$ cat src/rtl/clock_pkg.sv
// Shared definitions for the clock datapath (minute and hour counters).
//
// Contents:
//   MIN_MODULUS / HOUR_MODULUS / MIN_WIDTH / HOUR_WIDTH : counter geometry
//   count_state_e : counter state (NORMAL, LOADED)
//   count_op_e    : decoding of the {up, down} enable pair
//   bcd_t / bin_to_bcd : two-digit BCD split used by the optional BCD
//                        outputs (MINUTE_COUNTER_BCD_EN)
package clock_pkg;

    localparam int MIN_MODULUS  = 60;
    localparam int HOUR_MODULUS = 24;
    localparam int MIN_WIDTH    = 6;
    localparam int HOUR_WIDTH   = 5;

    typedef enum logic {
        NORMAL = 1'b0,
        LOADED = 1'b1
    } count_state_e;

    // {up, down}: both asserted together is a deliberate hold.
    typedef enum logic [1:0] {
        OP_HOLD = 2'b00,
        OP_DOWN = 2'b01,
        OP_UP   = 2'b10,
        OP_BOTH = 2'b11
    } count_op_e;

    typedef struct packed {
        logic [2:0] tens;
        logic [3:0] ones;
    } bcd_t;

    // Split a 0..59 value into tens/ones. Only called for in-range values.
    function automatic bcd_t bin_to_bcd(input logic [MIN_WIDTH-1:0] val);
        bcd_t r;
        if (val >= 6'd50) begin
            r.tens = 3'd5;
            r.ones = 4'(val - 6'd50);
        end else if (val >= 6'd40) begin
            r.tens = 3'd4;
            r.ones = 4'(val - 6'd40);
        end else if (val >= 6'd30) begin
            r.tens = 3'd3;
            r.ones = 4'(val - 6'd30);
        end else if (val >= 6'd20) begin
            r.tens = 3'd2;
            r.ones = 4'(val - 6'd20);
        end else if (val >= 6'd10) begin
            r.tens = 3'd1;
            r.ones = 4'(val - 6'd10);
        end else begin
            r.tens = 3'd0;
            r.ones = 4'(val);
        end
        return r;
    endfunction

endpackage

$ cat src/rtl/minute_counter_sixty_if.sv
// Signal bundle of the minute counter.
//
// Handshake: there is no valid/ready pair. i_up, i_down and i_load are
// level-sampled strobes taken at every rising edge; o_carryup,
// o_borrowdown and o_load_err are registered single-cycle pulses.
//
// Modports:
//   master : driver side (seconds stage / set logic / bench)
//   slave  : the counter itself
// dbg_state exposes the counter's internal state for observation.
// With MINUTE_COUNTER_BCD_EN defined, o_bcd_tens / o_bcd_ones are added.
interface minute_counter_sixty_if #(
    parameter int WIDTH = clock_pkg::MIN_WIDTH
);
    import clock_pkg::*;

    logic               i_up;
    logic               i_down;
    logic               i_load;
    logic [WIDTH-1:0]   i_load_val;
    logic [WIDTH-1:0]   o_count;
    logic               o_carryup;
    logic               o_borrowdown;
    logic               o_load_err;
    count_state_e       dbg_state;
`ifdef MINUTE_COUNTER_BCD_EN
    logic [2:0]         o_bcd_tens;
    logic [3:0]         o_bcd_ones;
`endif

    modport master (
        output i_up, i_down, i_load, i_load_val,
        input  o_count, o_carryup, o_borrowdown, o_load_err, dbg_state
`ifdef MINUTE_COUNTER_BCD_EN
        , input o_bcd_tens, o_bcd_ones
`endif
    );

    modport slave (
        input  i_up, i_down, i_load, i_load_val,
        output o_count, o_carryup, o_borrowdown, o_load_err, dbg_state
`ifdef MINUTE_COUNTER_BCD_EN
        , output o_bcd_tens, o_bcd_ones
`endif
    );

endinterface

$ cat src/rtl/minute_counter_sixty_bcd.sv
// bcd_digit_pair: tens/ones registers tracking the minute count.
// Present only when MINUTE_COUNTER_BCD_EN is defined.
//
// Ports:
//   i_clk, i_rstn   : clock, synchronous active-low reset
//   i_inc, i_dec    : one-step increment / decrement (mutually exclusive)
//   i_load          : accepted load, i_load_val is in 0..59
//   o_tens, o_ones  : registered digits
`ifdef MINUTE_COUNTER_BCD_EN
module bcd_digit_pair
    import clock_pkg::*;
(
    input  logic                 i_clk,
    input  logic                 i_rstn,
    input  logic                 i_inc,
    input  logic                 i_dec,
    input  logic                 i_load,
    input  logic [MIN_WIDTH-1:0] i_load_val,
    output logic [2:0]           o_tens,
    output logic [3:0]           o_ones
);

    logic [2:0] tens_q, tens_d;
    logic [3:0] ones_q, ones_d;
    bcd_t       load_bcd;

    always_comb begin
        load_bcd = bin_to_bcd(i_load_val);
        tens_d   = tens_q;
        ones_d   = ones_q;
        if (i_load) begin
            tens_d = load_bcd.tens;
            ones_d = load_bcd.ones;
        end else if (i_inc) begin
            if (ones_q == 4'd9) begin
                ones_d = 4'd0;
                tens_d = (tens_q == 3'd5) ? 3'd0 : tens_q + 3'd1;
            end else begin
                ones_d = ones_q + 4'd1;
            end
        end else if (i_dec) begin
            if (ones_q == 4'd0) begin
                ones_d = 4'd9;
                tens_d = (tens_q == 3'd0) ? 3'd5 : tens_q - 3'd1;
            end else begin
                ones_d = ones_q - 4'd1;
            end
        end
    end

    always_ff @(posedge i_clk) begin
        if (!i_rstn) begin
            tens_q <= 3'd0;
            ones_q <= 4'd0;
        end else begin
            tens_q <= tens_d;
            ones_q <= ones_d;
        end
    end

    assign o_tens = tens_q;
    assign o_ones = ones_q;

endmodule
`endif

$ cat src/rtl/minute_counter_sixty.sv
// minute_counter_sixty: mod-MODULUS up/down minute counter with parallel
// load. o_carryup / o_borrowdown feed the hour counter's i_up / i_down.
//
// Ports:
//   i_clk, i_rstn : clock, synchronous active-low reset
//   bus (slave)   : i_up, i_down, i_load, i_load_val in;
//                   o_count, o_carryup, o_borrowdown, o_load_err,
//                   dbg_state out (all registered)
// Optional: MINUTE_COUNTER_BCD_EN adds o_bcd_tens / o_bcd_ones (MODULUS 60).
// Priority per edge: reset > load > count.
module minute_counter_sixty
    import clock_pkg::*;
#(
    parameter int MODULUS = MIN_MODULUS,
    parameter int WIDTH   = MIN_WIDTH
) (
    input  logic                   i_clk,
    input  logic                   i_rstn,
    minute_counter_sixty_if.slave  bus
);

    localparam logic [WIDTH:0] MAX_EXT = (WIDTH + 1)'(MODULUS - 1);

    count_state_e     state_q, state_d;
    logic [WIDTH-1:0] count_q, count_d;
    logic             carry_q, carry_d;
    logic             borrow_q, borrow_d;
    logic             load_err_q, load_err_d;

    count_op_e        op;
    logic [WIDTH:0]   count_ext;
    logic [WIDTH:0]   count_up_ext;
    logic             load_ok;
    logic             wrap_up;
    logic             wrap_dn;
    logic             step_up;
    logic             step_dn;

    // State register: all flops.
    always_ff @(posedge i_clk) begin
        if (!i_rstn) begin
            state_q    <= NORMAL;
            count_q    <= '0;
            carry_q    <= 1'b0;
            borrow_q   <= 1'b0;
            load_err_q <= 1'b0;
        end else begin
            state_q    <= state_d;
            count_q    <= count_d;
            carry_q    <= carry_d;
            borrow_q   <= borrow_d;
            load_err_q <= load_err_d;
        end
    end

    // Next-state / next-count.
    always_comb begin
        op           = count_op_e'({bus.i_up, bus.i_down});
        count_ext    = {1'b0, count_q};
        count_up_ext = count_ext + 1'b1;
        load_ok      = ({1'b0, bus.i_load_val} <= MAX_EXT);
        state_d      = NORMAL;
        count_d      = count_q;
        wrap_up      = 1'b0;
        wrap_dn      = 1'b0;
        step_up      = 1'b0;
        step_dn      = 1'b0;
        if (bus.i_load) begin
            // Out-of-range load leaves the count alone.
            if (load_ok) begin
                count_d = bus.i_load_val;
                state_d = LOADED;
            end
        end else begin
            case (op)
                OP_UP: begin
                    step_up = 1'b1;
                    if (count_ext == MAX_EXT) begin
                        count_d = '0;
                        wrap_up = 1'b1;
                    end else begin
                        count_d = count_up_ext[WIDTH-1:0];
                    end
                end
                OP_DOWN: begin
                    step_dn = 1'b1;
                    if (count_ext == '0) begin
                        count_d = MAX_EXT[WIDTH-1:0];
                        wrap_dn = 1'b1;
                    end else begin
                        count_d = count_q - 1'b1;
                    end
                end
                default: ;  // OP_HOLD, OP_BOTH
            endcase
        end
    end

    // Outputs (registered pulses). The cycle that shows a loaded value
    // (state LOADED) never carries a wrap pulse.
    always_comb begin
        carry_d    = wrap_up && (state_d == NORMAL);
        borrow_d   = wrap_dn && (state_d == NORMAL);
        load_err_d = bus.i_load && !load_ok;
    end

    assign bus.o_count      = count_q;
    assign bus.o_carryup    = carry_q;
    assign bus.o_borrowdown = borrow_q;
    assign bus.o_load_err   = load_err_q;
    assign bus.dbg_state    = state_q;

`ifdef MINUTE_COUNTER_BCD_EN
    bcd_digit_pair u_bcd (
        .i_clk      (i_clk),
        .i_rstn     (i_rstn),
        .i_inc      (step_up),
        .i_dec      (step_dn),
        .i_load     (bus.i_load && load_ok),
        .i_load_val (bus.i_load_val),
        .o_tens     (bus.o_bcd_tens),
        .o_ones     (bus.o_bcd_ones)
    );
`endif

endmodule

$ cat src/flat_wrapper.sv
// flat-port wrapper written by rule: the top's interface ports become plain ports
module minute_counter_sixty_flat import clock_pkg::*;
#(
    parameter int MODULUS = MIN_MODULUS,
    parameter int WIDTH   = MIN_WIDTH
)
  (i_clk, i_rstn, bus_i_up, bus_i_down, bus_i_load, bus_i_load_val, bus_o_count, bus_o_carryup, bus_o_borrowdown, bus_o_load_err, bus_dbg_state);
  minute_counter_sixty_if #(.WIDTH(WIDTH)) bus_i ();
  input  logic i_clk;
  input  logic i_rstn;
  input wire logic [$bits(bus_i.i_up)-1:0] bus_i_up;
  input wire logic [$bits(bus_i.i_down)-1:0] bus_i_down;
  input wire logic [$bits(bus_i.i_load)-1:0] bus_i_load;
  input wire logic [$bits(bus_i.i_load_val)-1:0] bus_i_load_val;
  output wire logic [$bits(bus_i.o_count)-1:0] bus_o_count;
  output wire logic [$bits(bus_i.o_carryup)-1:0] bus_o_carryup;
  output wire logic [$bits(bus_i.o_borrowdown)-1:0] bus_o_borrowdown;
  output wire logic [$bits(bus_i.o_load_err)-1:0] bus_o_load_err;
  output wire logic [$bits(bus_i.dbg_state)-1:0] bus_dbg_state;
  assign bus_i.i_up = bus_i_up;
  assign bus_i.i_down = bus_i_down;
  assign bus_i.i_load = bus_i_load;
  assign bus_i.i_load_val = bus_i_load_val;
  assign bus_o_count = bus_i.o_count;
  assign bus_o_carryup = bus_i.o_carryup;
  assign bus_o_borrowdown = bus_i.o_borrowdown;
  assign bus_o_load_err = bus_i.o_load_err;
  assign bus_dbg_state = bus_i.dbg_state;
  minute_counter_sixty #(.MODULUS(MODULUS), .WIDTH(WIDTH)) u_core (.i_clk(i_clk), .i_rstn(i_rstn), .bus(bus_i));
endmodule
$ cat config.mk
export PLATFORM = sky130hd
export DESIGN_NAME = minute_counter_sixty_flat
export DESIGN_NICKNAME = d
export VERILOG_FILES = /design/src/rtl/clock_pkg.sv /design/src/rtl/minute_counter_sixty_if.sv /design/src/rtl/minute_counter_sixty_bcd.sv /design/src/rtl/minute_counter_sixty.sv /design/src/flat_wrapper.sv
export SDC_FILE = /design/constraint.sdc
export NUM_CORES = 1
export LEC_CHECK = 0
export BUFFER_PORTS_ARGS = -buffer_cell sky130_fd_sc_hd__buf_2
export CAP_MARGIN = 20
export CORE_ASPECT_RATIO = 0.8
export CORE_MARGIN = 1.5
export CORE_UTILIZATION = 40
export DETAILED_ROUTE_END_ITERATION = 10
export GPL_ROUTABILITY_DRIVEN = 0
export SLEW_MARGIN = 20
export SYNTH_ARGS = -nofsm -noshare
export SYNTH_HDL_FRONTEND = slang
export SYNTH_SLANG_ARGS = --single-unit
$ cat constraint.sdc
create_clock -name i_clk -period 3.8 [get_ports i_clk]
set_input_delay 0.19 -clock i_clk [delete_from_list [all_inputs] [get_ports i_clk]]
set_output_delay 0.19 -clock i_clk [all_outputs]
set_load 0.01 [all_outputs]
# After elaboration in Yosys (flattened, before gate mapping)
# Index checks and enable logic that the tools add are counted.
[totals]
regBits = 10
inputBits = 11
output_inout_bits = 10
word_cells = 33
[classes]
n_addsub = 2
order_cmp = 1
eq_ne = 4
muxes = 13
bitwise = 1
n_reduce_logical = 7
[ops]
columns = ["cell", "count"]
rows = [
  ["$mux 6", 4],
  ["$pmux 6 s2", 1],
  ["$mux 1", 8],
  ["$add 6x1->6 const B", 1],
  ["$eq 6x6->1 const B", 1],
  ["$le 6x6->1 const B", 1],
  ["$logic_not 6->1", 1],
  ["$sub 6x1->6 const B", 1],
  ["$logic_and 1x1->1", 3],
  ["$reduce_bool 3->1", 1],
  ["$eq 2x1->1 const B", 1],
  ["$eq 2x2->1 const B", 1],
  ["$ne 2x1->1 const B", 1],
  ["$reduce_and 2->1", 1],
  ["$logic_not 1->1", 1],
  ["$not 1->1", 1],
]

# Depth between registers and ports, before layout
# Gate-level depths: netlist of run 1.
[logic_depth]
ltp_word = 5
depth_mapped = 7
mapped_depth_nobuf = 7

# Least setup slack after synthesis of run 1
# OpenSTA, ideal clock, no wires.
[synth_path]
path_kind = "register -> register"
start = "register u_core.count_q[0] (netlist: u_core.bus.o_count[0])"
end = "register u_core.count_q[0] (netlist: u_core.bus.o_count[0])"
setup_time_ns = 0.066
arrival_time_ns = 1.865
t_required_ns = 3.734
path_slack_ns = 1.868
path_stages_with_launch = 8
n_path_buf = 0
period_less_slack_ns = 1.932
path_cell_list = "dfxtp_1 inv_1 ha_1 or4b_4 or3_4 a211oi_2 a21oi_1 a21oi_2"
[synth_between]
elab_chain_cells = 4
[synth_rtl]
columns = ["element", "line_no", "source"]
rows = [
  ["start: declaration", "minute_counter_sixty.sv:25", "logic [WIDTH-1:0] count_q, count_d;"],
  ["start signal: assignment", "minute_counter_sixty.sv:49", "count_q <= count_d;"],
  ["$sub 6x1->6 (tied with other cells)", "minute_counter_sixty.sv:91", "count_d = count_q - 1'b1;"],
  ["$mux 6, on equally long branches", "minute_counter_sixty.sv:87, minute_counter_sixty.sv:78", ""],
  ["$pmux 6 s2 (*)", "minute_counter_sixty.sv:75", "case (op)"],
  ["$mux 6 (*)", "minute_counter_sixty.sv:68", "if (bus.i_load) begin"],
]
# Every way passes the cells marked *; elsewhere a longest branch is shown, timed or not.
# A chain may end at the register's enable or synchronous reset.

# Worst setup path after layout of run 1
# Ends and elaborated chain as after synthesis.

==> flow_summary.ini, run 1 <==
[run_status]
status = completed

[timing]
timing.final.crit_share = 0.534
setup_viol = 0
final.min_clock_period_ns = 2.03
hold_viol = 0
fin_ws_ns = 1.77
max_freq_ghz = 0.493
drv_slew = 0
hold_ws_ns = 0.214
relSlewSlack = 0.607
worst_pin_slew_ns = 0.589
rsz0062_at_grt = false
setup_tns_ns = 0
final.setup_skew_ns = 0.00478

[flow_run]
max_cap_viol_count = 0

[pwr]
ir_worst_vdd_v = 0.000195
total_power_uw = 305
power_density_nw_per_um2 = 349
pwr-share-clk = 0.317
p_sw_frac = 0.322
p_int_uw = 207
switchingPower_uw = 98.3
seq_power_share = 0.419
power.static_leakage_nw = 0.354
p_comb_frac = 0.264

[die]
num_rows = 13
die_w_um = 51.2
core_um2 = 1690
pin_count = 21
die-area_um2 = 2130
initial_core_util = 0.440
die_h_um = 41.6

[placed_design]
port_buffers = 20
placed_cell_area_um2 = 838
place_hpwl_mm = 1.44
pre_cts_slack_ns = 1.78
place_inst = 135

[synthesis]
netlist_top_cells_count = 10 x dfxtp_1, 8 x nand2_1, 8 x o21ai_0
syn_area_um2 = 744
synth_top_area_share = 0.269
synth.net_count = 114
async_reset_ff_frac = 0
yosys_warnings = 0
synth_cell_types = 37
synth_top_area_cell = dfxtp_1
seq_area_frac_synth = 0.269
ys_ff_latch = 10
synth_area_leaders = dfxtp_1 27%, o21ai_0 5.4%, ha_1 5.0%
synth_ff_type = dfxtp_1
synthCells = 100
synth_edf_count = 0
avgSynthCellArea_um2 = 7.44
yosysMostFrequentCell = dfxtp_1

[clock_tree]
cts.sinks = 10
cts_resized = 0
cts_tree = done
clkLatencyLatePin_ns = 0.27
cts_made_buffers = 3
cts-hold-fix-buffers = 0
clock_path_buffers = 2
cts_root_buf = clkbuf_4
cts.htree.levels = 1
post_cts_buffers = 0
cts.clk_slew.worst_paths_ns = 0.07

[layout]
area_growth_pct = 17.5
antenna_cells = 0
final_core_util = 0.517
design_area_um2 = 875
layout.nets = 132
final_cells = 139
drive_above_1_share = 0.256

[setup_path]
reg2reg_from = u_core.bus.o_count[0]
rr_endpoint = u_core.bus.o_count[0]
ff2ff_path_depth = 7
cp_max_fo = 9
worstPathArrival_ns = 2.24
rrSetupSlack_ns = 1.77
worstSetupPathType = register to register
critPathLaunchType = register
worstSetupEndpointType = register
required_ns = 4.01

[hold_path]
hp-class = primary input to register
hp-start = i_rstn
hold_depth = 3
holdPathEnd = u_core.bus.o_count[2]

[global_routing]
grt_pass1_vias = 724
grt_pass1_wl_mm = 3.19
grt_usage = 0.202
antenna_found_initial = 0
grt_max_degree = 16
grt_overflow = 0

[routing]
drtIter0Drc = 31
ant_nets = 0
wl_mm = 1.95
via_per_inst = 5.70
wl_per_cell_um = 14.1
drc = 0
first_pass_iters = 4
vias = 792
[area by class of cell]
type	instances	area, um2
tap	22	27.5
sequential	10	200
clock buffer	4	36.3
inverter	5	18.8
multi-input combinational	78	492
timing repair buffer	20	100
fill	164	817
[per-layer routing]
layer / track usage / vias to the layer above / wire (um)
met5: 0 / - / 0
met1: 0.264 / 356 / 913
met4: 0.0632 / 0 / 14
met2: 0.304 / 34 / 863
li1: - / 400 / -
met3: 0.0827 / 2 / 163
[critical path, cell delays in order, from the launching register on]
cell	delay (ns)
dfxtp_1	0.39
inv_1	0.14
ha_1	0.18
or4b_4	0.50
or3_4	0.35
a211oi_2	0.21
a21oi_1	0.07
a21oi_2	0.13
[kinds of logic after synthesis]
logic type | after synthesis | share of synthesized area
mux | 1 | 0.0151
xor+xnor | 1 | 0.0118
fa+ha+maj | 3 | 0.0504
buf+inv | 12 | 0.0706
simple gates | 43 | 0.316
flops | 10 | 0.269
compound gates | 30 | 0.267
[sequential cells by signal (all words and copies together) (netlist names)]
signal                   count
u_core.bus.o_load_err        1
u_core.bus.o_carryup         1
u_core.bus.o_count           6
u_core.bus.o_borrowdown      1
u_core.bus.dbg_state         1
[cells in the final DEF, fill, tap and decap left out, types with 2 or more instances in the layout]
| master | instances |
|---|---|
| nand2b_1 | 4 |
| nand4_1 | 3 |
| buf_2 | 20 |
| clkbuf_4 | 3 |
| a31oi_1 | 3 |
| nand3_1 | 7 |
| o21ai_0 | 8 |
| inv_1 | 5 |
| a22oi_1 | 2 |
| nand2_1 | 8 |
| nor3_1 | 3 |
| dfxtp_1 | 10 |
| o211ai_1 | 2 |
| nor2b_1 | 2 |
| ha_1 | 3 |
| a21oi_1 | 6 |
| nor2_1 | 7 |
[power groups by stage]
| stage | Sequential (mW) | Clock [mW] | Combinational, mW |
|---|---|---|---|
| CTS | 0.127 | 0.0980 | 0.0799 |
| floorplan | 0.123 | 0 | 0.0612 |
| global route | 0.130 | 0.105 | 0.0896 |
| detailed placement | 0.130 | 0 | 0.0794 |
| finish | 0.128 | 0.0965 | 0.0806 |
| global placement | 0.130 | 0 | 0.0796 |
[worst max-delay path by stage]
stage / start / endpoint / slack (ns) / depth (start not counted)
floorplan: u_core.bus.o_count[0] / u_core.bus.o_count[0] / 1.87 / 7
global placement: u_core.bus.o_count[0] / u_core.bus.o_count[0] / 1.84 / 7
detailed placement: u_core.bus.o_count[0] / u_core.bus.o_count[0] / 1.78 / 7
CTS: u_core.bus.o_count[0] / u_core.bus.o_count[0] / 1.77 / 7
global route: u_core.bus.o_count[0] / u_core.bus.o_count[3] / 1.61 / 7
finish: u_core.bus.o_count[0] / u_core.bus.o_count[0] / 1.77 / 7
No activity file was read; power rests on OpenSTA's default activity.
==> run 2, diff against run 1 <==
clock period = 1.9 ns   (was 3.8 ns; I/O delays follow)
==> flow_summary.ini, run 2 (synthesized netlist as in run 1, its figures left out) <==
[layout]
layout.nets = 142
layout_commonest_cell = buf_2
drive_above_1_share = 0.362
n_fill_cell = 177
final_core_util = 0.573
area_growth_pct = 30.3
antenna_cells = 0
largest_reg_flops = 6
final_cell_mix = 20 x buf_2, 10 x buf_4, 8 x nand2_1, 8 x o21ai_0, 8 x dfxtp_1

[pwr]
power.static_leakage_nw = 0.405
ir_worst_vdd_v = 0.000522
power_density_nw_per_um2 = 680

[die]
core_um2 = 1690
die_w_um = 51.2
die_h_um = 41.6
die-area_um2 = 2130
num_rows = 13
pin_count = 21
initial_core_util = 0.440

[timing]
drv_slew = 0
rsz0062_at_grt = true
final.setup_skew_ns = 0.0142
hold_ws_ns = 0.111
worst_pin_slew_ns = 0.497
setup_viol = 0
timing.final.crit_share = 0.994
max_freq_ghz = 0.530
relSlewSlack = 0.669
hold_viol = 0
final.min_clock_period_ns = 1.89

[global_routing]
grt_pass1_wl_mm = 3.50
grt_overflow = 0
grt_usage = 0.218
grt_max_degree = 15
antenna_found_initial = 0
grt_pass1_vias = 752

[setup_path]
worstSetupEndpointType = register
required_ns = 2.12
ff2ff_path_depth = 7
critPathLaunchType = register
cp_max_fo = 4
worstPathArrival_ns = 2.11
worstSetupPathType = register to register

[flow_run]
max_cap_viol_count = 0

[routing]
wl_mm = 2.23
ant_nets = 0
wl_per_cell_um = 15.0
via_per_inst = 5.72
drtIter0Drc = 17
first_pass_iters = 5
vias = 853
drc = 0

[placed_design]
place_hpwl_mm = 1.65
port_buffers = 20

[clock_tree]
cts.htree.levels = 1
cts.clk_slew.worst_paths_ns = 0.08
cts_made_buffers = 3
clock_path_buffers = 2
clkLatencyLatePin_ns = 0.28
cts_root_buf = clkbuf_4
cts.sinks = 10
cts_tree = done

[run_status]
status = completed

[hold_path]
hold_depth = 3
hp-class = primary input to register
-- run 2: cell count changes in the layout (fill, tap and decap cells not counted), sizes merged --
| cell | change |
|---|---|
| buf | +10 |
-- run 2: where the power goes --
part           switching [mW]  internal [mW]  leakage, nW
Clock                  0.0842          0.117       0.0210
Sequential            0.00804          0.224       0.0828
Combinational           0.127          0.100        0.302
-- run 2: worst paths after layout --
path | to | slack (ns) | from
setup / recovery | u_core.bus.o_count[0] | 0.01 | u_core.bus.o_count[1]
hold / removal | u_core.bus.o_count[0] | 0.11 | bus_i_load_val[0]
setup reg to reg | u_core.bus.o_count[0] | 0.01 | u_core.bus.o_count[1]
hold reg to reg | u_core.bus.o_carryup | 0.59 | u_core.bus.o_count[3]
-- run 2: metrics by stage --
step           setup WS (ns)  instance area, um2  std cells  TNS, ns  power (mW)
6_report              0.0121                 970        149        0       0.660
5_1_grt              -0.0801                 970        149  -0.0801       0.694
4_1_cts               0.0220                 947        148        0       0.643
3_5_place_dp         0.00560                 908        144        0       0.445
3_3_place_gp          0.0735                 908        144        0       0.445
2_1_floorplan         0.0189                 747        100        0       0.370
-- run 2: final cells by class --
| cell class | count | area (um2) | area share |
|---|---|---|---|
| multi-input cells | 78 | 509 | 0.525 |
| repair buffers | 30 | 175 | 0.181 |
| clock buffers | 4 | 36.3 | 0.0374 |
| well taps | 22 | 27.5 | 0.0284 |
| flip-flops and latches | 10 | 203 | 0.209 |
| inverters | 5 | 18.8 | 0.0194 |
-- run 2: timing repair --
item                       in CTS  in global routing
hold buffers                    0                  0
pin swaps                       2                  1
setup buffers                   0                  1
resized for setup               2                  4
setup endpoints to repair       1                  2
-- run 2: worst max-delay path, stage by stage (launching register included) --
cell      delay, ns
dfxtp_2        0.33
inv_2          0.07
ha_4           0.14
or4b_4         0.48
or3_4          0.35
a211oi_2       0.25
a21oi_2        0.06
a21oi_2        0.13
-- run 2: layer usage --
layer | vias to the layer above | GRT usage | share of wire
li1 | 422 | - | -
met1 | 390 | 0.300 | 0.46
met2 | 35 | 0.335 | 0.45
met3 | 6 | 0.0683 | 0.073
met4 | 0 | 0.0474 | 0.013
met5 | - | 0 | 0
==> run 3, diff against run 2 <==
SYNTH_HIERARCHICAL = 1   (was not set)
==> flow_summary.ini, run 3 <==
[placed_design]
place_hpwl_mm = 1.59
pre_cts_slack_ns = 0.232
port_buffers = 20

[synthesis]
async_reset_ff_frac = 0
synth_top_family_by_area = compound AO/OA/AOI/OAI gates
ys_ff_latch = 10
synth_top_area_cell = dfxtp_1
synth_area_leaders = dfxtp_1 24%, a31oi_1 5.3%, nand2_1 5.0%
synthMuxAreaShare = 0.0122
avgSynthCellArea_um2 = 7.97
synthXorXnorAreaFrac = 0.0107
netlist_top_cells_count = 11 x nand2_1, 10 x dfxtp_1, 8 x nor2_1
yosys_warnings = 6
yosys.area_share.simple = 0.299
syn_area_um2 = 821
synth_edf_count = 0
synth.net_count = 117
seq_area_frac_synth = 0.244
synthCells = 103
synth_compound_area_frac = 0.300
synth_adder_area_share = 0.0457
yosysMostFrequentCell = nand2_1
synth_cell_types = 48
synth_ff_type = dfxtp_1
synth_top_area_share = 0.244

[pwr]
power.static_leakage_nw = 0.394
power_density_nw_per_um2 = 624
ir_worst_vdd_v = 0.000432

[setup_path]
cp_max_fo = 8
worstPathArrival_ns = 1.87
required_ns = 2.05
worstSetupEndpointType = register
critPathLaunchType = register
worstSetupPathType = register to register

[clock_tree]
cts_root_buf = clkbuf_4
clkLatencyLatePin_ns = 0.26
cts-hold-fix-buffers = 0
cts.sinks = 10
cts_made_buffers = 3
cts.htree.levels = 1
cts_resized = 0
clock_path_buffers = 2
cts_tree = done
cts.clk_slew.worst_paths_ns = 0.06
post_cts_buffers = 0

[timing]
relSlewSlack = 0.678
timing.final.crit_share = 0.905
setup_viol = 0
setup_tns_ns = 0
max_freq_ghz = 0.582
drv_slew = 0
rsz0062_at_grt = false
final.setup_skew_ns = 0.00189
final.min_clock_period_ns = 1.72
worst_pin_slew_ns = 0.483
hold_viol = 0
fin_ws_ns = 0.181

[routing]
drc = 0
first_pass_iters = 5
wl_per_cell_um = 15.1
ant_nets = 0
wl_mm = 2.20
drtIter0Drc = 19
via_per_inst = 5.75
vias = 834

[layout]
final_core_util = 0.491
largest_reg_flops = 6
layout.nets = 137
n_fill_cell = 196
area_growth_pct = 14.3
layout_commonest_cell = buf_2
drive_above_1_share = 0.289
final_cell_mix = 20 x buf_2, 11 x nand2_1, 10 x dfxtp_1, 8 x nor2_1, 7 x a31oi_1
antenna_cells = 0

[die]
pin_count = 21
core_um2 = 1910
num_rows = 14
die_h_um = 43.5
initial_core_util = 0.430
die_w_um = 53.6
die-area_um2 = 2330

[global_routing]
grt_overflow = 0
grt_pass1_wl_mm = 3.50
grt_pass1_vias = 749
antenna_found_initial = 0
grt_max_degree = 15
grt_usage = 0.208

[flow_run]
max_cap_viol_count = 0

[run_status]
status = completed

[hold_path]
hp-class = primary input to register
run 3: critical path, cell delays in order, from the launching register on:
cell      delay (ns)
dfxtp_1         0.46
ha_1            0.21
and2b_1         0.23
nand2b_4        0.07
a21boi_1        0.13
o221a_1         0.23
o31a_1          0.27
run 3: through the flow:
stage          std cells  hold slack, ns  total power, mW  cell area [um2]
2_1_floorplan        103           0.237            0.393              821
3_3_place_gp         142           0.374            0.443              916
3_5_place_dp         142           0.381            0.444              916
4_1_cts              145          0.0969            0.593              938
5_1_grt              145           0.104            0.627              938
6_report             145           0.103            0.586              938
run 3: path summary, 6_finish.rpt:
kind	from	end	slack [ns]	depth (start not counted)
worst max register to register	u_core/bus.o_count[0]	u_core/bus.o_count[5]	0.18	6
worst min register to register	u_core/bus.o_count[1]	u_core/bus.o_count[1]	0.60	2
worst max-delay path	u_core/bus.o_count[0]	u_core/bus.o_count[5]	0.18	6
worst min-delay path	bus_i_load_val[0]	u_core/bus.o_count[0]	0.10	3
run 3: cell families (layout without fill, tap and decap cells):
family / after synthesis / count (layout)
AO/OA/AOI/OAI: 32 / 32
XOR/XNOR: 1 / 1
adder cells (fa/ha/maj): 3 / 3
buffers and inverters: 12 / 30
flip-flops: 10 / 10
multiplexers: 1 / 1
AND/OR/NAND/NOR: 44 / 44
run 3: report_power, final:
part	switching, mW	internal [mW]
registers	0.0307	0.223
clock network	0.0710	0.0732
logic	0.103	0.0845
run 3: final cells by class:
cell class	instances	area, um2	area share
multi-input combinational	81	548	0.584
clock buffer	3	22.5	0.0240
inverter	4	15.0	0.0160
timing repair buffer	23	123	0.131
sequential	10	200	0.213
tap	24	30.0	0.0320
run 3: routing by layer:
layer  GRT usage  vias up  part of all wire
li1            -      417                 -
met1       0.306      392              0.50
met2       0.311       25              0.45
met3      0.0517        0             0.047
met4      0.0308        0                 0
met5           0        -                 0
